--- src/rtl/sn_mem_pkg.sv ---
// Shared types and constants for the neuron-state memory read sequencer.
// Holds the FSM state encoding, the output FIFO geometry and the FIFO entry layout.
package sn_mem_pkg;

    localparam int SN_DATA_WIDTH = 21;
    localparam int SN_NUM_ROWS   = 1000;
    localparam int SN_ADDR_WIDTH = $clog2(SN_NUM_ROWS);
    localparam int FIFO_DEPTH    = 3;
    localparam int FIFO_CNT_W    = 2;

    typedef enum logic [1:0] {
        ST_IDLE  = 2'd0,
        ST_RUN   = 2'd1,
        ST_DRAIN = 2'd2
    } seq_state_t;

    typedef struct packed {
        logic [SN_DATA_WIDTH-1:0] data;
        logic [SN_ADDR_WIDTH-1:0] addr;
        logic                     last;
    } fifo_entry_t;

    // Circular pointer increment over the FIFO_DEPTH slots (depth is not a power of two).
    function automatic logic [FIFO_CNT_W-1:0] fifo_ptr_inc(input logic [FIFO_CNT_W-1:0] ptr);
        if (ptr == FIFO_CNT_W'(FIFO_DEPTH - 1)) begin
            return '0;
        end else begin
            return ptr + FIFO_CNT_W'(1);
        end
    endfunction

endpackage

--- src/rtl/sn_mem_rd_seq_if.sv ---
// Command, memory read port and output stream bundle of the read sequencer.
// master = the sequencer, slave = its environment (controller, memory, consumer).
interface sn_mem_rd_seq_if #(
    parameter int P_DATA_WIDTH = 21,
    parameter int P_NUM_ROWS   = 1000
);
    localparam int AW = $clog2(P_NUM_ROWS);
    localparam int CW = $clog2(P_NUM_ROWS + 1);

    logic                    start;
    logic [AW-1:0]           start_addr;
    logic [CW-1:0]           row_count;
    logic                    busy;
    logic                    done;
    logic                    mem_re;
    logic [AW-1:0]           mem_raddr;
    logic [P_DATA_WIDTH-1:0] mem_rdata;
    logic                    out_valid;
    logic                    out_ready;
    logic [P_DATA_WIDTH-1:0] out_data;
    logic [AW-1:0]           out_addr;
    logic                    out_last;

    modport master (
        input  start, start_addr, row_count, mem_rdata, out_ready,
        output busy, done, mem_re, mem_raddr, out_valid, out_data, out_addr, out_last
    );

    modport slave (
        output start, start_addr, row_count, mem_rdata, out_ready,
        input  busy, done, mem_re, mem_raddr, out_valid, out_data, out_addr, out_last
    );

endinterface

--- src/rtl/sn_fwft_fifo.sv ---
// Three-entry first-word-fall-through FIFO; the head entry is visible whenever not empty.
// A push into a full FIFO is accepted only when the head is popped in the same cycle.
module sn_fwft_fifo
    import sn_mem_pkg::*;
#(
    parameter int P_WIDTH = 8
) (
    input  logic                  clk,
    input  logic                  rst,
    input  logic                  push,
    input  logic [P_WIDTH-1:0]    push_data,
    input  logic                  pop,
    output logic [P_WIDTH-1:0]    pop_data,
    output logic                  empty,
    output logic                  full,
    output logic [FIFO_CNT_W-1:0] count
);

    localparam logic [FIFO_CNT_W-1:0] DEPTH_C = FIFO_CNT_W'(FIFO_DEPTH);

    logic [P_WIDTH-1:0]    store_r [FIFO_DEPTH];
    logic [FIFO_CNT_W-1:0] wr_ptr_r;
    logic [FIFO_CNT_W-1:0] rd_ptr_r;
    logic [FIFO_CNT_W-1:0] count_r;
    logic                  do_push_s;
    logic                  do_pop_s;

    // Qualify push/pop against the current occupancy.
    always_comb begin
        do_pop_s  = pop && (count_r != '0);
        do_push_s = push && ((count_r != DEPTH_C) || do_pop_s);
    end

    // Storage, pointers and occupancy.
    always_ff @(posedge clk or posedge rst) begin
        if (rst) begin
            for (int i = 0; i < FIFO_DEPTH; i++) begin
                store_r[i] <= '0;
            end
            wr_ptr_r <= '0;
            rd_ptr_r <= '0;
            count_r  <= '0;
        end else begin
            if (do_push_s) begin
                store_r[wr_ptr_r] <= push_data;
                wr_ptr_r          <= fifo_ptr_inc(wr_ptr_r);
            end
            if (do_pop_s) begin
                rd_ptr_r <= fifo_ptr_inc(rd_ptr_r);
            end
            case ({do_push_s, do_pop_s})
                2'b10:   count_r <= count_r + FIFO_CNT_W'(1);
                2'b01:   count_r <= count_r - FIFO_CNT_W'(1);
                default: count_r <= count_r;
            endcase
        end
    end

    assign pop_data = store_r[rd_ptr_r];
    assign empty    = (count_r == '0);
    assign full     = (count_r == DEPTH_C);
    assign count    = count_r;

endmodule

--- src/rtl/sn_mem_rd_seq_chk.sv ---
// Property checks for the read sequencer: legal start address and no FIFO overflow.
module sn_mem_rd_seq_chk #(
    parameter int P_NUM_ROWS = 1000
) (
    input logic                          clk,
    input logic                          rst,
    input logic                          start,
    input logic                          busy,
    input logic [$clog2(P_NUM_ROWS)-1:0] start_addr,
    input logic                          push,
    input logic                          pop,
    input logic                          full
);

    localparam int AW = $clog2(P_NUM_ROWS);
    localparam logic [AW-1:0] LAST_ADDR_C = AW'(P_NUM_ROWS - 1);

    a_start_addr_legal: assert property (
        @(posedge clk) disable iff (rst) (start && !busy) |-> (start_addr <= LAST_ADDR_C)
    );

    a_fifo_no_overflow: assert property (
        @(posedge clk) disable iff (rst) !(push && full && !pop)
    );

endmodule

--- src/rtl/sn_mem_rd_seq.sv ---
// Streams a contiguous wrap-around range of rows from a registered-read memory
// onto a valid/ready stream, keeping at most three words in flight or buffered.
module sn_mem_rd_seq
    import sn_mem_pkg::*;
#(
    parameter int P_DATA_WIDTH = SN_DATA_WIDTH,
    parameter int P_NUM_ROWS   = SN_NUM_ROWS
) (
    input logic             clk,
    input logic             rst,
    sn_mem_rd_seq_if.master bus
);

    localparam int AW = $clog2(P_NUM_ROWS);
    localparam int CW = $clog2(P_NUM_ROWS + 1);
    localparam int EW = $bits(fifo_entry_t);
    localparam logic [CW-1:0] ROWS_C      = CW'(P_NUM_ROWS);
    localparam logic [AW-1:0] LAST_ADDR_C = AW'(P_NUM_ROWS - 1);

    seq_state_t            state_r;
    logic [AW-1:0]         addr_r;
    logic [CW-1:0]         remaining_r;
    logic                  inflight_r;
    logic [AW-1:0]         cap_addr_r;
    logic                  cap_last_r;
    logic                  done_r;

    logic [CW-1:0]         start_count_s;
    logic                  issue_s;
    logic                  pop_s;
    logic [FIFO_CNT_W-1:0] fifo_count_s;
    logic                  fifo_empty_s;
    logic                  fifo_full_s;
    logic [P_DATA_WIDTH-1:0] rdata_s;
    fifo_entry_t           push_entry_s;
    fifo_entry_t           head_entry_s;

    assign rdata_s = bus.mem_rdata;

    // Command clamp, read-issue throttle and capture entry assembly.
    always_comb begin
        start_count_s     = (bus.row_count > ROWS_C) ? ROWS_C : bus.row_count;
        issue_s           = (state_r == ST_RUN) &&
                            (({1'b0, fifo_count_s} + {2'b00, inflight_r}) < 3'(FIFO_DEPTH));
        pop_s             = !fifo_empty_s && bus.out_ready;
        push_entry_s.data = SN_DATA_WIDTH'(rdata_s);
        push_entry_s.addr = SN_ADDR_WIDTH'(cap_addr_r);
        push_entry_s.last = cap_last_r;
    end

    // Sequencer FSM with read-address generation and capture tagging.
    always_ff @(posedge clk or posedge rst) begin
        if (rst) begin
            state_r     <= ST_IDLE;
            addr_r      <= '0;
            remaining_r <= '0;
            inflight_r  <= 1'b0;
            cap_addr_r  <= '0;
            cap_last_r  <= 1'b0;
            done_r      <= 1'b0;
        end else begin
            done_r     <= 1'b0;
            inflight_r <= issue_s;
            if (issue_s) begin
                cap_addr_r <= addr_r;
                cap_last_r <= (remaining_r == CW'(1));
            end
            case (state_r)
                ST_IDLE: begin
                    if (bus.start) begin
                        if (start_count_s == '0) begin
                            done_r <= 1'b1;
                        end else begin
                            state_r     <= ST_RUN;
                            addr_r      <= bus.start_addr;
                            remaining_r <= start_count_s;
                        end
                    end
                end
                ST_RUN: begin
                    if (issue_s) begin
                        addr_r      <= (addr_r == LAST_ADDR_C) ? '0 : addr_r + AW'(1);
                        remaining_r <= remaining_r - CW'(1);
                        if (remaining_r == CW'(1)) begin
                            state_r <= ST_DRAIN;
                        end
                    end
                end
                ST_DRAIN: begin
                    if (pop_s && head_entry_s.last) begin
                        state_r <= ST_IDLE;
                        done_r  <= 1'b1;
                    end
                end
                default: state_r <= ST_IDLE;
            endcase
        end
    end

    sn_fwft_fifo #(
        .P_WIDTH (EW)
    ) u_fifo (
        .clk       (clk),
        .rst       (rst),
        .push      (inflight_r),
        .push_data (push_entry_s),
        .pop       (pop_s),
        .pop_data  (head_entry_s),
        .empty     (fifo_empty_s),
        .full      (fifo_full_s),
        .count     (fifo_count_s)
    );

    sn_mem_rd_seq_chk #(
        .P_NUM_ROWS (P_NUM_ROWS)
    ) u_chk (
        .clk        (clk),
        .rst        (rst),
        .start      (bus.start),
        .busy       (bus.busy),
        .start_addr (bus.start_addr),
        .push       (inflight_r),
        .pop        (pop_s),
        .full       (fifo_full_s)
    );

    assign bus.busy      = (state_r != ST_IDLE);
    assign bus.done      = done_r;
    assign bus.mem_re    = issue_s;
    assign bus.mem_raddr = addr_r;
    assign bus.out_valid = !fifo_empty_s;
    assign bus.out_data  = P_DATA_WIDTH'(head_entry_s.data);
    assign bus.out_addr  = AW'(head_entry_s.addr);
    assign bus.out_last  = head_entry_s.last;

endmodule

--- src/flat_wrapper.sv ---
// flat-port wrapper written by rule: the top's interface ports become plain ports
module sn_mem_rd_seq_flat import sn_mem_pkg::*;
#(
    parameter int P_DATA_WIDTH = SN_DATA_WIDTH,
    parameter int P_NUM_ROWS   = SN_NUM_ROWS
)
  (clk, rst, bus_start, bus_start_addr, bus_row_count, bus_mem_rdata, bus_out_ready, bus_busy, bus_done, bus_mem_re, bus_mem_raddr, bus_out_valid, bus_out_data, bus_out_addr, bus_out_last);
  sn_mem_rd_seq_if #(.P_DATA_WIDTH(P_DATA_WIDTH), .P_NUM_ROWS(P_NUM_ROWS)) bus_i ();
  input logic clk;
  input logic rst;
  input wire logic [$bits(bus_i.start)-1:0] bus_start;
  input wire logic [$bits(bus_i.start_addr)-1:0] bus_start_addr;
  input wire logic [$bits(bus_i.row_count)-1:0] bus_row_count;
  input wire logic [$bits(bus_i.mem_rdata)-1:0] bus_mem_rdata;
  input wire logic [$bits(bus_i.out_ready)-1:0] bus_out_ready;
  output wire logic [$bits(bus_i.busy)-1:0] bus_busy;
  output wire logic [$bits(bus_i.done)-1:0] bus_done;
  output wire logic [$bits(bus_i.mem_re)-1:0] bus_mem_re;
  output wire logic [$bits(bus_i.mem_raddr)-1:0] bus_mem_raddr;
  output wire logic [$bits(bus_i.out_valid)-1:0] bus_out_valid;
  output wire logic [$bits(bus_i.out_data)-1:0] bus_out_data;
  output wire logic [$bits(bus_i.out_addr)-1:0] bus_out_addr;
  output wire logic [$bits(bus_i.out_last)-1:0] bus_out_last;
  assign bus_i.start = bus_start;
  assign bus_i.start_addr = bus_start_addr;
  assign bus_i.row_count = bus_row_count;
  assign bus_i.mem_rdata = bus_mem_rdata;
  assign bus_i.out_ready = bus_out_ready;
  assign bus_busy = bus_i.busy;
  assign bus_done = bus_i.done;
  assign bus_mem_re = bus_i.mem_re;
  assign bus_mem_raddr = bus_i.mem_raddr;
  assign bus_out_valid = bus_i.out_valid;
  assign bus_out_data = bus_i.out_data;
  assign bus_out_addr = bus_i.out_addr;
  assign bus_out_last = bus_i.out_last;
  sn_mem_rd_seq #(.P_DATA_WIDTH(P_DATA_WIDTH), .P_NUM_ROWS(P_NUM_ROWS)) u_core (.clk(clk), .rst(rst), .bus(bus_i));
endmodule
--- config.mk ---
export PLATFORM = sky130hd
export DESIGN_NAME = sn_mem_rd_seq_flat
export DESIGN_NICKNAME = d
export VERILOG_FILES = /design/src/rtl/sn_mem_pkg.sv /design/src/rtl/sn_mem_rd_seq_if.sv /design/src/rtl/sn_fwft_fifo.sv /design/src/rtl/sn_mem_rd_seq_chk.sv /design/src/rtl/sn_mem_rd_seq.sv /design/src/flat_wrapper.sv
export SDC_FILE = /design/constraint.sdc
export NUM_CORES = 1
export LEC_CHECK = 0
export ABC_CLOCK_PERIOD_IN_PS = 4800
export CORE_ASPECT_RATIO = 0.7
export CORE_MARGIN = 5
export CORE_UTILIZATION = 45
export DETAILED_ROUTE_END_ITERATION = 12
export GPL_ROUTABILITY_DRIVEN = 0
export PLACE_DENSITY = 0.73
export SETUP_SLACK_MARGIN = 0.15
export SLEW_MARGIN = 20
export SYNTH_ARGS = -nofsm -noshare
export SYNTH_HDL_FRONTEND = slang
export SYNTH_SLANG_ARGS = --single-unit
--- constraint.sdc ---
create_clock -name clk -period 4.8 [get_ports clk]
set_clock_uncertainty 0.15 [all_clocks]
set_input_delay 0.48 -clock clk [delete_from_list [all_inputs] [get_ports clk]]
set_output_delay 0.48 -clock clk [all_outputs]
set_load 0.05 [all_outputs]
==> implementation parameters, run 1 <==
Parameter                              Value

Timing
  Time the worst path needs with I/O delays and setup ... approximately 3700 ps
  Period utilisation layout ... 0.7792
  Number of max-slew violations in the final report ... 0
  Worst max-slew margin expressed relative to the limit ... 0.3056
  Max Clock Freq ... 0.2674 GHz
  Final Hold Vio Count ... 0
  RSZ-0062 raised after global routing ... no
  Measured slew at the worst slew-check pin ... 1042 ps
  Final Worst Setup Slack ... around 1100 ps
  Final setup violating endpoints ... 0
  Final total negative setup slack ... 0 ps

Global routing
  Remaining Overflow, GRT ... 0
  Initial antenna violation count ... 0
  Number of global-route vias before repair ... 4875
  Largest net degree at the start of global routing ... 74
  GRT Overall Usage ... 0.1804
  First-pass GRT wire length ... between 20000 and 30000 um

Clocking
  Post-CTS Setup Bufs ... 0
  H-tree Lvls ... 4
  Clock-pin slew on the worst setup and hold paths ... 60 ps
  Worst-case clock buffer depth ... 2
  Clock tree from TritonCTS ... done
  Worst-skew pair later-pin latency ... 410 ps
  Root Buffer ... clkbuf_16
  Number of resized instances in the post-cts repair step ... 0
  TritonCTS buffer count ... 17
  Count of hold-fix buffers inserted at cts ... 0
  Clock tree sinks ... between 100 and 150

Cells and area
  Utilization of the core after routing ... 0.5639
  Commonest non-fill, non-tap cells in the layout ... dfrtp_1, mux2_2, clkdlybuf4s50_1, nand2_1, o21ai_0
  Nets@finish ... between 600 and 700
  Most frequent standard cell in the layout excluding fill and tap cells ... dfrtp_1
  Share of post-route cells with drive strength above 1 ... 0.2412
  Fill cell instance count of the final layout ... 1185
  Area added between synthesis and finish ... 24.52%
  Count of antenna diodes in the layout ... 0

Die
  Width of the die ... 154.6 um
  I/O pin count ... 91
  Number of rows created at floorplan ... 37
  Starting utilization of the core area ... 0.4528
  Die area ... about 17000 um^2
  Die Span Y ... about 110 um
  Area of the core region ... roughly 15000 um^2

Pwr
  Clock power frac ... 0.500
  Power per cell area ... 314.0 nW/um^2
  Total design power ... 2.573 mW
  Total internal power ... approximately 2.0 mW
  Leak ... between 3 and 4 nW
  Combinational share of power ... 0.050
  Sequential share of power ... 0.450
  Worst-case vdd ir drop ... 0.0002692 V
  Net switching fraction of the power ... 0.2123
  Net Switching ... around 0.55 mW

Setup path
  Worst Path Required ... 4170 ps
  Classification of the worst setup path ... flip-flop to primary output
  Crit end category ... primary output
  Peak fanout along the critical path ... 13
  Arrival time at the worst endpoint ... just over 3000 ps
  Critical Path Start Type ... flip-flop

Drt
  Antenna viol nets, final ... 0
  TritonRoute pass-1 iters ... 5
  Total wirelength of the detailed-routed design ... 15070 um
  Via-per-instance ratio ... around 5.6
  Vias after detailed routing ... about 4800
  DRC violations left ... 0
  Violation count after the first detailed-routing iteration ... between 300 and 400
  Detailed-route wire length per cell ... about 18 um

Yosys
  Synth Area per Inst ... approximately 12 um^2
  FFs w/ async S/R, synth ... 1.000
  Number of flops mapped to enable cells by yosys ... 0
  Synth Net Count ... about 610
  Synthesized instance count ... between 500 and 600
  Yosys synthesis warning count ... 0
  Count of distinct cell types in the synthesized netlist ... 58
  Seq cells post-synth ... roughly 140
  Top FF cell, synth ... dfrtp_1
  Cell area after synthesis ... around 6600 um^2
  Part of the Yosys area used for sequential elements ... 0.5208

Placement
  Worst setup slack before clock tree synthesis ... approximately 1500 ps
  Detail Placement HPWL ... just under 10000 um
  Count of input and output buffers ... 90

Flow run
  Max-cap viol count ... 0

Outcome
  Status ... finished clean

Min path
  Kind of path behind the tightest hold check ... flip-flop to flip-flop
-- synth_stat cells, drive strengths merged, types with 5 or more instances --
master   count  area share
nor3        11      0.0091
nand4        7      0.0067
nor2        12      0.0076
dfrtp      137        0.52
mux2       108        0.19
nand3        8      0.0061
inv         14      0.0080
nand2       55       0.031
ha           5      0.0095
clkbuf      14      0.0082
mux2i       32       0.049
o211ai       6      0.0076
o21ai       35       0.027
o22ai       22       0.021
a22oi        5      0.0065
a21oi        8      0.0061
o2bb2ai      6      0.0080
buf         21       0.023
-- worst paths after layout --
path | from | end | slack [ps] | depth (start not counted)
worst max-delay path | u_core.inflight_r | bus_mem_re | 1060 | 6
worst min-delay path | u_core.u_fifo.store_r[84] | u_core.u_fifo.store_r[84] | 350 | 1
worst max register to register | u_core.inflight_r | u_core.remaining_r[0] | 1950 | 6
worst min register to register | u_core.u_fifo.store_r[84] | u_core.u_fifo.store_r[84] | 350 | 1
max in group asynchronous | rst | u_core.u_fifo.store_r[37] | 3210 | 3
min in group asynchronous | rst | u_core.u_fifo.store_r[62] | 420 | 2
-- per-layer routing --
| metal | routed length (um) | vias up | share of wire | GRT usage |
|---|---|---|---|---|
| met3 | 641 | 21 | 0.043 | 0.03512 |
| li1 | - | 2212 | - | - |
| met4 | 270 | 0 | 0.018 | 0.07059 |
| met2 | 7283 | 138 | 0.48 | 0.2892 |
| met1 | 6873 | 2382 | 0.46 | 0.2427 |
| met5 | 0 | - | 0 | 0 |
-- stage by stage --
| stage | hold WS, ps | std cells | cell area [um^2] |
|---|---|---|---|
| after floorplan | 307.0 | 556 | 6583 |
| after global placement | 329.0 | 814 | 7604 |
| after detailed placement | 342.7 | 814 | 7604 |
| after CTS | 355.5 | 846 | 8190 |
| after global routing | 366.9 | 846 | 8197 |
| final | 352.6 | 846 | 8197 |
-- area by class of cell --
class | instances | area (um^2) | share of cell area
multi-input combinational | 370 | 2908 | 0.3548
clock inverter | 12 | 150.1 | 0.01832
timing repair buffer | 98 | 973.4 | 0.1188
clock buffer | 20 | 436.7 | 0.05327
sequential | 137 | 3430 | 0.4184
inverter | 14 | 55.05 | 0.006717
tap | 195 | 244.0 | 0.02977
-- cell families (layout without fill, tap and decap cells) --
| family | count (synthesis) | after routing | share of synthesized area |
|---|---|---|---|
| and+or+nand+nor | 116 | 116 | 0.08630 |
| DFF | 137 | 137 | 0.5208 |
| AOI/OAI and AO/OA | 109 | 109 | 0.1101 |
| muxes | 140 | 140 | 0.2340 |
| adders and majority gates | 5 | 5 | 0.009504 |
| buffers and inverters | 49 | 144 | 0.03934 |
-- worst max-delay path: stages (launching register included) --
cell and delay, ps:
dfrtp_1 460, ha_1 220, ha_1 270, a21oi_1 310, nand2_1 400, inv_1 210
clkdlybuf4s50_1 830
-- state kept, by name, summed over array words and instances, names as in the netlist --
register and cells:
u_core.u_fifo.count 2, u_core.u_fifo.store_r 96, u_core.bus.done 1, u_core.cap_last_r 1
u_core.u_fifo.rd_ptr_r 2, u_core.inflight_r 1, u_core.remaining_r 10, u_core.u_fifo.wr_ptr_r 2
u_core.cap_addr_r 10, u_core.state_r 2, u_core.bus.mem_raddr 10
-- power groups by stage --
stage	sequential (mW)	combinational, mW	clock [mW]
after detailed placement	1.18	0.130	0
after global routing	1.16	0.140	1.36
final	1.16	0.128	1.29
after floorplan	1.18	0.0669	0
after global placement	1.18	0.127	0
after CTS	1.16	0.130	1.31
Note: power is estimated with default switching activity, not from simulation.
==> inputs of run 2 (changes only) <==
--- a/config.mk
+++ b/config.mk
@@ -5,7 +5,7 @@
 export SDC_FILE = /design/constraint.sdc
 export NUM_CORES = 1
 export LEC_CHECK = 0
-export ABC_CLOCK_PERIOD_IN_PS = 4800
+export ABC_CLOCK_PERIOD_IN_PS = 3770
 export CORE_ASPECT_RATIO = 0.7
 export CORE_MARGIN = 5
 export CORE_UTILIZATION = 45
==> constraint.sdc (replaced) <==
create_clock -name clk -period 3.77 [get_ports clk]
set_clock_uncertainty 0.15 [all_clocks]
set_input_delay 0.377 -clock clk [delete_from_list [all_inputs] [get_ports clk]]
set_output_delay 0.377 -clock clk [all_outputs]
set_load 0.05 [all_outputs]
==> run 2 against run 1 <==
Cell count increased by 0.47%; combinational power increased by 20%; setup slack got worse by 680 ps; sequential share of layout area decreased by 0.49 points.
==> implementation parameters, run 2 (synthesis gave the netlist of run 1 again) <==
Parameter                              Value

Timing
  Number of max-slew violations in the final report ... 0
  Final total negative setup slack ... 0 ps
  RSZ-0062 raised after global routing ... no
  Time the worst path needs with I/O delays and setup ... about 3400 ps
  Final setup violating endpoints ... 0
  Measured slew at the worst slew-check pin ... between 800 and 900 ps
  Max Clock Freq ... between 0.2 and 0.3 GHz
  Worst max-slew margin expressed relative to the limit ... 0.4100
  Period utilisation layout ... 0.8986
  Final Hold Vio Count ... 0
  Minimum hold slack ... approximately 290 ps

Pwr
  Worst-case vdd ir drop ... between 0.0003 and 0.0004 V
  Power per cell area ... ~400 nW/um^2
  Leak ... approximately 3.8 nW

Setup path
  Worst flop-to-flop path startpoint ... u_core.u_fifo.count[0]
  Number of buffers and inverters on the critical path ... 3
  Classification of the worst setup path ... flip-flop to primary output
  Arrival time at the worst endpoint ... 2860 ps
  Critical Path Start Type ... flip-flop
  Worst path most repeated cell ... ha_1
  Source of the critical timing path ... u_core.u_fifo.count[0]
  Peak fanout along the critical path ... 13
  Crit end category ... primary output
  Critical-path cell with the highest stage delay ... clkdlybuf4s50_1
  Worst-path cell chain ... ha_1 > ha_1 > a21oi_1 > nand2_1 > buf_4 > inv_1 > clkdlybuf4s50_1
  Kind of cell adding the most delay to the critical path ... buffers and inverters
  Slowest stage delay, CP ... between 800 and 900 ps
  Worst Path Required ... ~3200 ps

Global routing
  Remaining Overflow, GRT ... 0
  Number of global-route vias before repair ... 5046
  Global Route met2 Usage ... 0.3003
  Initial antenna violation count ... 0
  GR peak layer ... met2
  GRT Overall Usage ... 0.1823
  Global routing met1 resource utilization ... 0.2366
  First-pass GRT wire length ... 25540 um
  Met3 usage in global routing ... 0.04994
  Largest net degree at the start of global routing ... approximately 110

Drt
  DRC violations left ... 0
  Detailed-route wire length per cell ... 18.02 um
  Antenna viol nets, final ... 0
  Via-per-instance ratio ... 5.587
  TritonRoute pass-1 iters ... 4
  Violation count after the first detailed-routing iteration ... 364
  Total wirelength of the detailed-routed design ... between 15000 and 20000 um
  Vias after detailed routing ... 4749

Clocking
  Clock tree from TritonCTS ... done
  Clock tree sinks ... between 100 and 150
  Worst-skew pair later-pin latency ... roughly 400 ps
  Post-CTS Setup Bufs ... 0
  Worst-case clock buffer depth ... 2
  Root Buffer ... clkbuf_16
  Number of resized instances in the post-cts repair step ... 0
  H-tree Lvls ... 4
  Clock-pin slew on the worst setup and hold paths ... roughly 60 ps
  TritonCTS buffer count ... 17
  Count of hold-fix buffers inserted at cts ... 0

Die
  Area of the core region ... roughly 15000 um^2
  Starting utilization of the core area ... 0.4528
  Die area ... approximately 17000 um^2
  I/O pin count ... 91
  Die Span Y ... 111.2 um
  Number of rows created at floorplan ... 37
  Width of the die ... 154.6 um

Cells and area
  Count of antenna diodes in the layout ... 0
  Most flops, register ... u_core.u_fifo.store_r
  Area added between synthesis and finish ... 25.98%
  Max FFs per register ... 96
  Nets@finish ... 692
  Share of post-route cells with drive strength above 1 ... 0.2458
  Commonest non-fill, non-tap cells in the layout ... dfrtp_1, mux2_2, clkdlybuf4s50_1, nand2_1, o21ai_0
  Most frequent standard cell in the layout excluding fill and tap cells ... dfrtp_1

Placement
  Detail Placement HPWL ... ~10000 um
  Count of input and output buffers ... 90

Outcome
  Status ... finished clean

Flow run
  Max-cap viol count ... 0

Min path
  Kind of path behind the tightest hold check ... primary input to async pin
==> run 2: routing by layer <==
layer / up-vias / routed length (um)
li1: 2206 / -
met3: 17 / 662
met4: 0 / 235
met2: 108 / 7625
met1: 2418 / 6791
met5: - / 0
==> run 2: worst register-to-register path, delay by kind of cell, from the launching register on <==
family / cells / cell delay (ps)
AO/OA/AOI/OAI: 2 / 540
adder cells (fa/ha/maj): 2 / 500
multiplexers: 1 / 400
flip-flops: 1 / 440
AND/OR/NAND/NOR: 1 / 500
==> run 2: worst paths after layout <==
| check | to | slack (ps) | depth (start not counted) |
|---|---|---|---|
| max | bus_mem_re | 380 | 7 |
| min | u_core.u_fifo.store_r[56] | 290 | 3 |
| max reg2reg | u_core.bus.mem_raddr[0] | 1120 | 6 |
| min reg2reg | u_core.u_fifo.store_r[69] | 350 | 1 |
| max in group asynchronous | u_core.u_fifo.rd_ptr_r[0] | 2680 | 3 |
| min in group clk | u_core.u_fifo.store_r[69] | 350 | 1 |
==> run 2: cell type report <==
cell class                      instances  area [um^2]
Fill cell                            1178         6243
Sequential cell                       137         3430
Multi-Input combinational cell        370         2908
Timing Repair Buffer                  102         1054
Clock buffer                           20        436.7
Tap cell                              195        244.0
Clock inverter                         12        165.2
Inverter                               14        56.30
==> run 2: power breakdown <==
part           switching, mW  total [mW]  internal [mW]
clock network          0.629        1.68           1.05
registers             0.0164        1.49           1.47
logic                 0.0781       0.153         0.0747
==> run 2: through the flow <==
| step | std cells | cell area, um^2 | power, mW | utilization | setup WS [ps] |
|---|---|---|---|---|---|
| 2_1_floorplan | 556 | 6586 | 1.586 | - | 1214 |
| 3_3_place_gp | 818 | 7685 | 1.665 | 0.5287 | 854.2 |
| 3_5_place_dp | 818 | 7685 | 1.670 | 0.5287 | 816.8 |
| 4_1_cts | 850 | 8287 | 3.357 | 0.5701 | 353.3 |
| 5_1_grt | 850 | 8293 | 3.437 | 0.5705 | 224.0 |
| 6_report | 850 | 8293 | 3.321 | 0.5705 | 382.4 |
==> inputs of run 3 (changes only) <==
--- a/config.mk
+++ b/config.mk
@@ -6,7 +6,7 @@
 export NUM_CORES = 1
 export LEC_CHECK = 0
 export ABC_CLOCK_PERIOD_IN_PS = 3770
-export CORE_ASPECT_RATIO = 0.7
+export CORE_ASPECT_RATIO = 0.5
 export CORE_MARGIN = 5
 export CORE_UTILIZATION = 45
 export DETAILED_ROUTE_END_ITERATION = 12
==> run 3 against run 2 <==
Cell count is 0.24% higher; sequential share of layout area fell by 0.15 points; clock power increased by 10%; setup slack gained 200 ps; critical path depth is 2 lower; wire length down 4.4%; register-to-register slack improved by 50 ps; critical path type unchanged.
==> implementation parameters, run 3 (synthesis gave the netlist of run 1 again) <==
Parameter                              Value

Die
  Die Span Y ... between 90 and 100 um
  Starting utilization of the core area ... 0.4574
  I/O pin count ... 91
  Die area ... roughly 17000 um^2
  Area of the core region ... ~14000 um^2
  Width of the die ... ~180 um
  Number of rows created at floorplan ... 31

Clocking
  H-tree Lvls ... 4
  Number of resized instances in the post-cts repair step ... 0
  Worst-skew pair later-pin latency ... slightly above 400 ps
  Post-CTS Setup Bufs ... 0
  Count of hold-fix buffers inserted at cts ... 0
  Clock tree sinks ... between 100 and 150
  Clock tree from TritonCTS ... done
  Worst-case clock buffer depth ... 2
  Root Buffer ... clkbuf_16
  Clock-pin slew on the worst setup and hold paths ... 60 ps
  TritonCTS buffer count ... 17

Pwr
  Power per cell area ... between 400 and 500 nW/um^2
  Leak ... around 3.8 nW
  Worst-case vdd ir drop ... 0.0003369 V

Timing
  Final Worst Setup Slack ... 584.4 ps
  Measured slew at the worst slew-check pin ... between 900 and 1000 ps
  Minimum hold slack ... approximately 340 ps
  Number of max-slew violations in the final report ... 0
  Final total negative setup slack ... 0 ps
  Final Hold Vio Count ... 0
  Max Clock Freq ... 0.3139 GHz
  Time the worst path needs with I/O delays and setup ... between 3000 and 4000 ps
  Period utilisation layout ... 0.8450
  Worst max-slew margin expressed relative to the limit ... 0.3575
  RSZ-0062 raised after global routing ... no
  Final setup violating endpoints ... 0

Cells and area
  Area added between synthesis and finish ... 26.48%
  Max FFs per register ... 96
  Most frequent standard cell in the layout excluding fill and tap cells ... dfrtp_1
  Commonest non-fill, non-tap cells in the layout ... dfrtp_1, mux2_2, clkdlybuf4s50_1, nand2_1, o21ai_0
  Nets@finish ... 691
  Share of post-route cells with drive strength above 1 ... 0.2508
  Most flops, register ... u_core.u_fifo.store_r
  Count of antenna diodes in the layout ... 0

Drt
  Violation count after the first detailed-routing iteration ... 264
  Vias after detailed routing ... between 4000 and 5000
  TritonRoute pass-1 iters ... 5
  Via-per-instance ratio ... between 5 and 6
  DRC violations left ... 0
  Detailed-route wire length per cell ... around 17 um
  Antenna viol nets, final ... 0
  Total wirelength of the detailed-routed design ... 14650 um

Global routing
  First-pass GRT wire length ... approximately 25000 um
  Initial antenna violation count ... 0
  Number of global-route vias before repair ... about 4900
  GRT Overall Usage ... 0.1780
  Remaining Overflow, GRT ... 0
  Largest net degree at the start of global routing ... 56

Setup path
  Worst Path Required ... approximately 3200 ps
  Critical Path Start Type ... flip-flop
  Peak fanout along the critical path ... 13
  Classification of the worst setup path ... flip-flop to primary output
  Crit end category ... primary output
  Arrival time at the worst endpoint ... roughly 2700 ps

Outcome
  Status ... finished clean

Placement
  Worst setup slack before clock tree synthesis ... 643.4 ps
  Count of input and output buffers ... 90
  Detail Placement HPWL ... 9631 um

Flow run
  Max-cap viol count ... 0

Min path
  Kind of path behind the tightest hold check ... flip-flop to flip-flop
## run 3: cell types whose count changed in the layout (fill, tap and decap cells not counted), sizes merged
cell / change
buf: -1
bufinv: +2
clkbuf: -2
clkdlybuf4s50: -1
clkinv: +1
clkinvlp: +1
dlymetal6s2s: +1
inv: -2
## run 3: per-layer routing
layer	wire, um	track usage	vias to the layer above
met3	672	0.04002	15
li1	-	-	2213
met1	6553	0.2242	2332
met2	7279	0.3088	105
met5	0	0	-
met4	142	0.06117	0
## run 3: worst paths after layout
| check | depth (start not counted) | to | start | slack [ps] |
|---|---|---|---|---|
| worst min register to register | 1 | u_core.remaining_r[8] | u_core.remaining_r[8] | 340 |
| min in group asynchronous | 2 | u_core.u_fifo.store_r[61] | rst | 350 |
| worst min-delay path | 1 | u_core.remaining_r[8] | u_core.remaining_r[8] | 340 |
| worst max-delay path | 5 | bus_out_data[0] | u_core.u_fifo.rd_ptr_r[0] | 580 |
| max in group asynchronous | 3 | u_core.u_fifo.rd_ptr_r[1] | rst | 2340 |
| worst max register to register | 6 | u_core.bus.mem_raddr[1] | u_core.u_fifo.count[0] | 1170 |
## run 3: area by class of cell
type                    instances  area [um^2]
clock buffers                  18        439.2
inverters                      14        56.30
multi-input cells             370         2908
fillers                      1159         6065
clock inverters                14        220.2
repair buffers                101         1023
well taps                     198        247.7
flip-flops and latches        137         3431
## run 3: per-stage QoR
stage | power (mW) | area, um^2 | std cells | utilization
6_report | 3.490 | 8325 | 852 | 0.5786
4_1_cts | 3.519 | 8317 | 852 | 0.5780
3_5_place_dp | 1.672 | 7657 | 820 | 0.5321
5_1_grt | 3.603 | 8325 | 852 | 0.5786
2_1_floorplan | 1.586 | 6586 | 556 | -
3_3_place_gp | 1.670 | 7657 | 820 | 0.5321
## run 3: worst max-delay path, cell delays in order, from the launching register on
cell             delay (ps)
dfrtp_2                 540
nor2b_1                 510
buf_4                   250
nand2_1                  60
o21ai_0                  70
clkdlybuf4s50_1         830
## run 3: where the power goes
part	leakage, nW	switching, mW	internal (mW)
clock network	0.309	0.652	1.20
registers	1.89	0.00800	1.47
logic	1.63	0.0860	0.0758
total	3.82	0.746	2.74
